## config.mk

```make
export PLATFORM = sky130hd
export DESIGN_NAME = spi_flash_read_ctrl
export DESIGN_NICKNAME = d
export VERILOG_FILES = /design/src/rtl/spi_flash_read_ctrl.sv
export SDC_FILE = /design/constraint.sdc
export NUM_CORES = 1
export LEC_CHECK = 0
export CORE_MARGIN = 1
export CORE_UTILIZATION = 52
export CTS_BUF_LIST = sky130_fd_sc_hd__clkbuf_4
export DETAILED_ROUTE_END_ITERATION = 8
export PLACE_DENSITY = 0.87
export SKIP_LAST_GASP = 1
export SYNTH_ARGS = -nofsm -noshare
export SYNTH_HDL_FRONTEND = slang
export SYNTH_SLANG_ARGS = --single-unit
```

## constraint.sdc

```tcl
create_clock -name clock -period 2.8 [get_ports clock]
set_input_delay 0.42 -clock clock [delete_from_list [all_inputs] [get_ports clock]]
set_output_delay 0.42 -clock clock [all_outputs]
set_load 0.005 [all_outputs]
```

## src/rtl/spi_flash_read_ctrl.sv

```systemverilog
// QSPI flash read master: sequences command, address, dummy and data phases
// for READ / FAST_READ / QUAD_O / QUAD_IO (3- or 4-byte address) in SPI mode 0.
module spi_flash_read_ctrl #(
  parameter int unsigned CLK_DIV      = 1,
  parameter int unsigned DUMMY_CYCLES = 8
) (
  input  logic        clock,
  input  logic        reset,
  input  logic        req_valid,
  output logic        req_ready,
  input  logic [31:0] req_addr,
  input  logic        req_addr4,
  input  logic [1:0]  req_mode,
  input  logic [7:0]  req_len,
  output logic        resp_valid,
  input  logic        resp_ready,
  output logic [7:0]  resp_data,
  output logic        resp_last,
  output logic        sck,
  output logic        cs,
  output logic [3:0]  dq_out,
  output logic [3:0]  dq_drive,
  input  logic [3:0]  dq_in
);

  localparam logic [2:0] IDLE     = 3'd0;
  localparam logic [2:0] CS_SETUP = 3'd1;
  localparam logic [2:0] CMD      = 3'd2;
  localparam logic [2:0] ADDR     = 3'd3;
  localparam logic [2:0] DUMMY    = 3'd4;
  localparam logic [2:0] DATA     = 3'd5;
  localparam logic [2:0] CS_HOLD  = 3'd6;
  localparam logic [2:0] DESELECT = 3'd7;

  localparam int unsigned TW = (CLK_DIV > 1) ? $clog2(CLK_DIV) : 1;

  logic [2:0]    state;
  logic [TW-1:0] tcnt;
  logic [7:0]    bitcnt;
  logic [8:0]    bytecnt;
  logic [39:0]   shreg;
  logic [7:0]    rx;
  logic [1:0]    mode_q;
  logic          addr4_q;
  logic [7:0]    len_q;

  logic          tick;
  logic          quad_addr;
  logic          quad_data;
  logic [7:0]    alen;
  logic          byte_end;
  logic [7:0]    rx_next;
  logic          stall;
  logic          all_done;
  logic [39:0]   sh_nxt;
  logic [7:0]    opcode;

  assign tick      = (tcnt == TW'(CLK_DIV - 1));
  assign quad_addr = (mode_q == 2'd3);
  assign quad_data = mode_q[1];
  assign byte_end  = quad_data ? (bitcnt == 8'd1) : (bitcnt == 8'd7);
  assign all_done  = (bytecnt == ({1'b0, len_q} + 9'd1));
  assign req_ready = (state == IDLE) && !resp_valid && !reset;

  // A completing rise with the previous byte still unaccepted would overwrite it,
  // so sck and the timer freeze until the consumer takes it.
  assign stall = (state == DATA) && !sck && byte_end && resp_valid && !resp_ready;

  always_comb begin
    alen = '0;
    if (quad_addr) alen = addr4_q ? 8'd8 : 8'd6;
    else           alen = addr4_q ? 8'd32 : 8'd24;
    rx_next = quad_data ? {rx[3:0], dq_in} : {rx[6:0], dq_in[1]};
    sh_nxt  = (state == ADDR && quad_addr) ? {shreg[35:0], 4'b0000} : {shreg[38:0], 1'b0};
    opcode  = '0;
    case (req_mode)
      2'd0:    opcode = req_addr4 ? 8'h13 : 8'h03;
      2'd1:    opcode = req_addr4 ? 8'h0C : 8'h0B;
      2'd2:    opcode = req_addr4 ? 8'h6C : 8'h6B;
      default: opcode = req_addr4 ? 8'hEC : 8'hEB;
    endcase
  end

  always_ff @(posedge clock) begin
    if (reset) begin
      state      <= IDLE;
      cs         <= 1'b1;
      sck        <= 1'b0;
      dq_out     <= '0;
      dq_drive   <= '0;
      resp_valid <= 1'b0;
      resp_last  <= 1'b0;
      resp_data  <= '0;
      tcnt       <= '0;
      bitcnt     <= '0;
      bytecnt    <= '0;
      shreg      <= '0;
      rx         <= '0;
      mode_q     <= '0;
      addr4_q    <= 1'b0;
      len_q      <= '0;
    end else begin
      if (resp_valid && resp_ready) begin
        resp_valid <= 1'b0;
        resp_last  <= 1'b0;
      end
      if (state != IDLE && !stall) tcnt <= tick ? '0 : tcnt + TW'(1);

      case (state)
        IDLE: begin
          if (req_valid && req_ready) begin
            mode_q   <= req_mode;
            addr4_q  <= req_addr4;
            len_q    <= req_len;
            // opcode and address share one shifter; a 3-byte address is left-justified
            shreg    <= {opcode, req_addr4 ? req_addr : {req_addr[23:0], 8'h00}};
            dq_out   <= {3'b000, opcode[7]};
            dq_drive <= 4'b0001;
            cs       <= 1'b0;
            tcnt     <= '0;
            bitcnt   <= '0;
            bytecnt  <= '0;
            state    <= CS_SETUP;
          end
        end
        CS_SETUP: if (tick) state <= CMD;
        CMD, ADDR, DUMMY, DATA: begin
          if (tick && !stall) begin
            if (!sck) begin
              sck    <= 1'b1;
              bitcnt <= bitcnt + 8'd1;
              if (state == DATA) begin
                rx <= rx_next;
                if (byte_end) begin
                  resp_data  <= rx_next;
                  resp_valid <= 1'b1;
                  resp_last  <= (bytecnt[7:0] == len_q);
                  bytecnt    <= bytecnt + 9'd1;
                  bitcnt     <= '0;
                end
              end
            end else begin
              sck   <= 1'b0;
              shreg <= sh_nxt;
              case (state)
                CMD: begin
                  if (bitcnt == 8'd8) begin
                    state    <= ADDR;
                    bitcnt   <= '0;
                    dq_out   <= quad_addr ? sh_nxt[39:36] : {3'b000, sh_nxt[39]};
                    dq_drive <= quad_addr ? 4'b1111 : 4'b0001;
                  end else begin
                    dq_out <= {3'b000, sh_nxt[39]};
                  end
                end
                ADDR: begin
                  if (bitcnt == alen) begin
                    state    <= (mode_q == 2'd0) ? DATA : DUMMY;
                    bitcnt   <= '0;
                    dq_out   <= '0;
                    dq_drive <= '0;
                  end else begin
                    dq_out <= quad_addr ? sh_nxt[39:36] : {3'b000, sh_nxt[39]};
                  end
                end
                DUMMY: begin
                  if (bitcnt == 8'(DUMMY_CYCLES)) begin
                    state  <= DATA;
                    bitcnt <= '0;
                  end
                end
                DATA:    if (all_done) state <= CS_HOLD;
                default: ;
              endcase
            end
          end
        end
        CS_HOLD: begin
          if (tick) begin
            cs     <= 1'b1;
            bitcnt <= '0;
            state  <= DESELECT;
          end
        end
        DESELECT: begin
          if (tick) begin
            if (bitcnt == 8'd1) state <= IDLE;
            else                bitcnt <= bitcnt + 8'd1;
          end
        end
        default: state <= IDLE;
      endcase
    end
  end

endmodule
```

==> out/metrics.cfg <==
[finish]
fin_nets = 818
fillers = 823
fin_util = 0.643
areaGrowthSynthToFinish_pct = 17.9
drive_gt1_frac = 0.133

[logic_synthesis]
synth_nets = 763
syn_inst = 702
synth_top_family_by_area = simple AND/OR/NAND/NOR gates
synth_compound_area_frac = 0.202
synthArstFlopShare = 0
synthTopCellsByArea = dfxtp_1 34%, mux2i_1 7.5%, nand2_1 7.0%
seq_area_frac_synth = 0.335
synthXorXnorAreaFrac = 0.0321
synthFlopType = dfxtp_1
ys_seq_elements = 96
synth_edf_count = 0
synthMuxAreaShare = 0.134
yosys_warnings = 0
netlist.area_leader.share = 0.335
syn_area_per_cell_sq_um = 8.17
synth_fa_ha_area_frac = 0.0218
synthesis.area_sq_um = 5740
ys_types = 64
yosys.area.top_type = dfxtp_1
synth_simple_gate_area_share = 0.224

[die]
initial_core_util = 0.546
die_w_microns = 107
dieArea_sq_um = 11500
core_sq_um = 10500
die_h_microns = 107
ioPinCount = 72
num_rows = 37

[sta]
setup_viol = 0
slew_headroom = 0.223
max_clock_freq_ghz = 0.373
hold_viol = 0
post-route-min-period_ns = 2.68
fin_crit_sh = 0.957
rsz0062_at_grt = yes
worst_pin_slew_ns = 1.16
finClkSkew_ns = 0.0121
fin_ws_ns = 0.120
slew_violations = 0

[critical_path]
max_stage_delay_ns = 0.49
crit_chain = nand2_1, ha_1, xnor2_1, nor4_1, o211ai_1, or4_4, nor2_1, mux2_2
r2r_slack_ns = 0.12
worstPathArrival_ns = 3.05
crit_fanout = 5
required_ns = 3.17
cpMaxStageDelayCell = nor4_1
cp-end-kind = flop
critPathKind = reg2reg
critPathLaunchType = flop

[routing]
vias = 5383
drt-vias-per-instance = 5.99
antenna_left = 0
wire_per_inst_microns = 16.0
wl_mm = 14.3
drcViolationCount = 0
first_iter_violations = 516
firstDrtPassIters = 5

[hold_path]
min_path_type = in2reg

[cts]
clock-sinks = 96
cts_setup_buffers = 0
ctsResizeCount = 0
clockBufferDepth = 2
htree_levels = 3
cts_tree = yes
clk_latency_ns = 0.45
cts_root_buf = clkbuf_4
cts_hold_buf = 0
cts_made_buffers = 9
cts.reportedPaths.clkPinSlew_ns = 0.16

[grt]
grt_usage = 0.257
grt_start_max_net_pins = 71
grt_antenna_before_repair = 1
grt_pass1_wl_mm = 23.8
grt-ovfl-total = 0
grt_pass1_vias = 5029

[power]
seq_power_share = 0.374
ir_drop_mv = 0.502
p_total_mw = 5.07
p_clk_frac = 0.137
internal_power_mw = 2.88
p_sw_frac = 0.432
switching_power_mw = 2.19
p_per_area_nw_per_um2 = 750
p_comb_frac = 0.489
p_leak_nw = 2.37

[placement]
gp_congestion = 0.895
place.port_buffers = 71
dp_slack_ns = -0.0789
dp_hpwl_mm = 10.4

[status]
run_status = finished clean

[run]
cap_violations = 0

[registers in the layout, summed over array words and instances (netlist names)]
name,count
sck,1
resp_data,8
bitcnt,8
dq_drive,2
addr4_q,1
resp_valid,1
dq_out,4
mode_q,2
len_q,8
shreg,39
bytecnt,9
state,3
resp_last,1
rx,7
tcnt,1
cs,1
[power by group through the flow]
stage                     clock, mW  combinational [mW]  sequential (mW)
after global placement            0                2.33             1.90
final                         0.696                2.48             1.89
after detailed placement          0                2.41             1.92
after CTS                     0.703                2.43             1.89
after floorplan                   0                1.84             1.82
after global routing          0.760                2.72             1.93
[worst paths after layout]
path | cells past startpoint | from | to
worst min-delay path | 3 | reset | len_q[7]
worst min register to register | 2 | shreg[0] | shreg[0]
worst max register to register | 8 | mode_q[0] | state[0]
worst max-delay path | 8 | mode_q[0] | state[0]
[Yosys cell counts (all sizes together), types with 3 or more instances]
cell and count:
ha 10, clkbuf 39, o211ai 30, o32ai 6, a311oi 3, nor4b 4
nor3 21, or3 4, a211oi 20, a22oi 6, buf 15, o21ai 20
inv 15, xor2 9, xnor2 12, a21oi 64, dfxtp 96, or4 6
mux2i 43, nand2 107, nor3b 8, and3 5, nand2b 5, nand3 22
nand3b 7, nor2 53, mux2 30, or2 4, nor2b 5, nor4 3
[cells by family (layout without fill, tap and decap cells)]
| kind of cell | Yosys count | after routing |
|---|---|---|
| compound gates | 170 | 170 |
| mux | 73 | 73 |
| buf+inv | 70 | 130 |
| other cells | 0 | 1 |
| fa+ha+maj | 10 | 10 |
| simple gates | 262 | 262 |
| xor+xnor | 21 | 21 |
| flops | 96 | 96 |
[critical path: cells and delay by family (launching register included)]
kind | cells | cell delay [ns]
flip-flops | 1 | 0.39
adder cells (fa/ha/maj) | 1 | 0.30
multiplexers | 1 | 0.34
AND/OR/NAND/NOR | 4 | 1.21
AO/OA/AOI/OAI | 1 | 0.22
XOR/XNOR | 1 | 0.13
[area by class of cell]
type	count	area [sq um]	area share
clock inverter	6	46.3	0.00685
tap	136	170	0.0252
multi-input combinational	536	3560	0.527
clock buffer	10	75.1	0.0111
sequential	96	1920	0.284
timing repair buffer	98	925	0.137
inverter	16	60.1	0.00888
antenna	1	2.50	0.000370
[layout by cell type, fill, tap and decap left out, drive strengths merged, types with 8 or more instances in the layout]
master,synthesis,routed
a211oi,20,20
a21oi,64,64
buf,15,28
clkbuf,39,10
clkdlybuf4s50,0,70
dfxtp,96,96
ha,10,10
inv,15,15
mux2,30,30
mux2i,43,43
nand2,107,107
nand3,22,22
nor2,53,53
nor3,21,21
nor3b,8,8
o211ai,30,30
o21ai,20,20
xnor2,12,12
xor2,9,9
[routing by layer]
| metal | GRT usage | up-vias | wire [microns] | part of all wire |
|---|---|---|---|---|
| li1 | - | 2628 | - | - |
| met1 | 0.337 | 2559 | 6480 | 0.45 |
| met2 | 0.430 | 173 | 6990 | 0.49 |
| met3 | 0.0359 | 23 | 653 | 0.046 |
| met4 | 0.0871 | 0 | 227 | 0.016 |
| met5 | 0 | - | 0 | 0 |
[per-stage QoR]
| stage | cell area [sq um] | instances | TNS, ns | hold slack, ns |
|---|---|---|---|---|
| floorplan | 5740 | 702 | 0 | 0.436 |
| global placement | 6620 | 882 | -0.0581 | 0.442 |
| detailed placement | 6620 | 882 | -0.129 | 0.459 |
| CTS | 6750 | 898 | 0 | 0.411 |
| global route | 6760 | 899 | -0.0501 | 0.435 |
| finish | 6760 | 899 | 0 | 0.428 |
(Power assumes the default switching activity.)
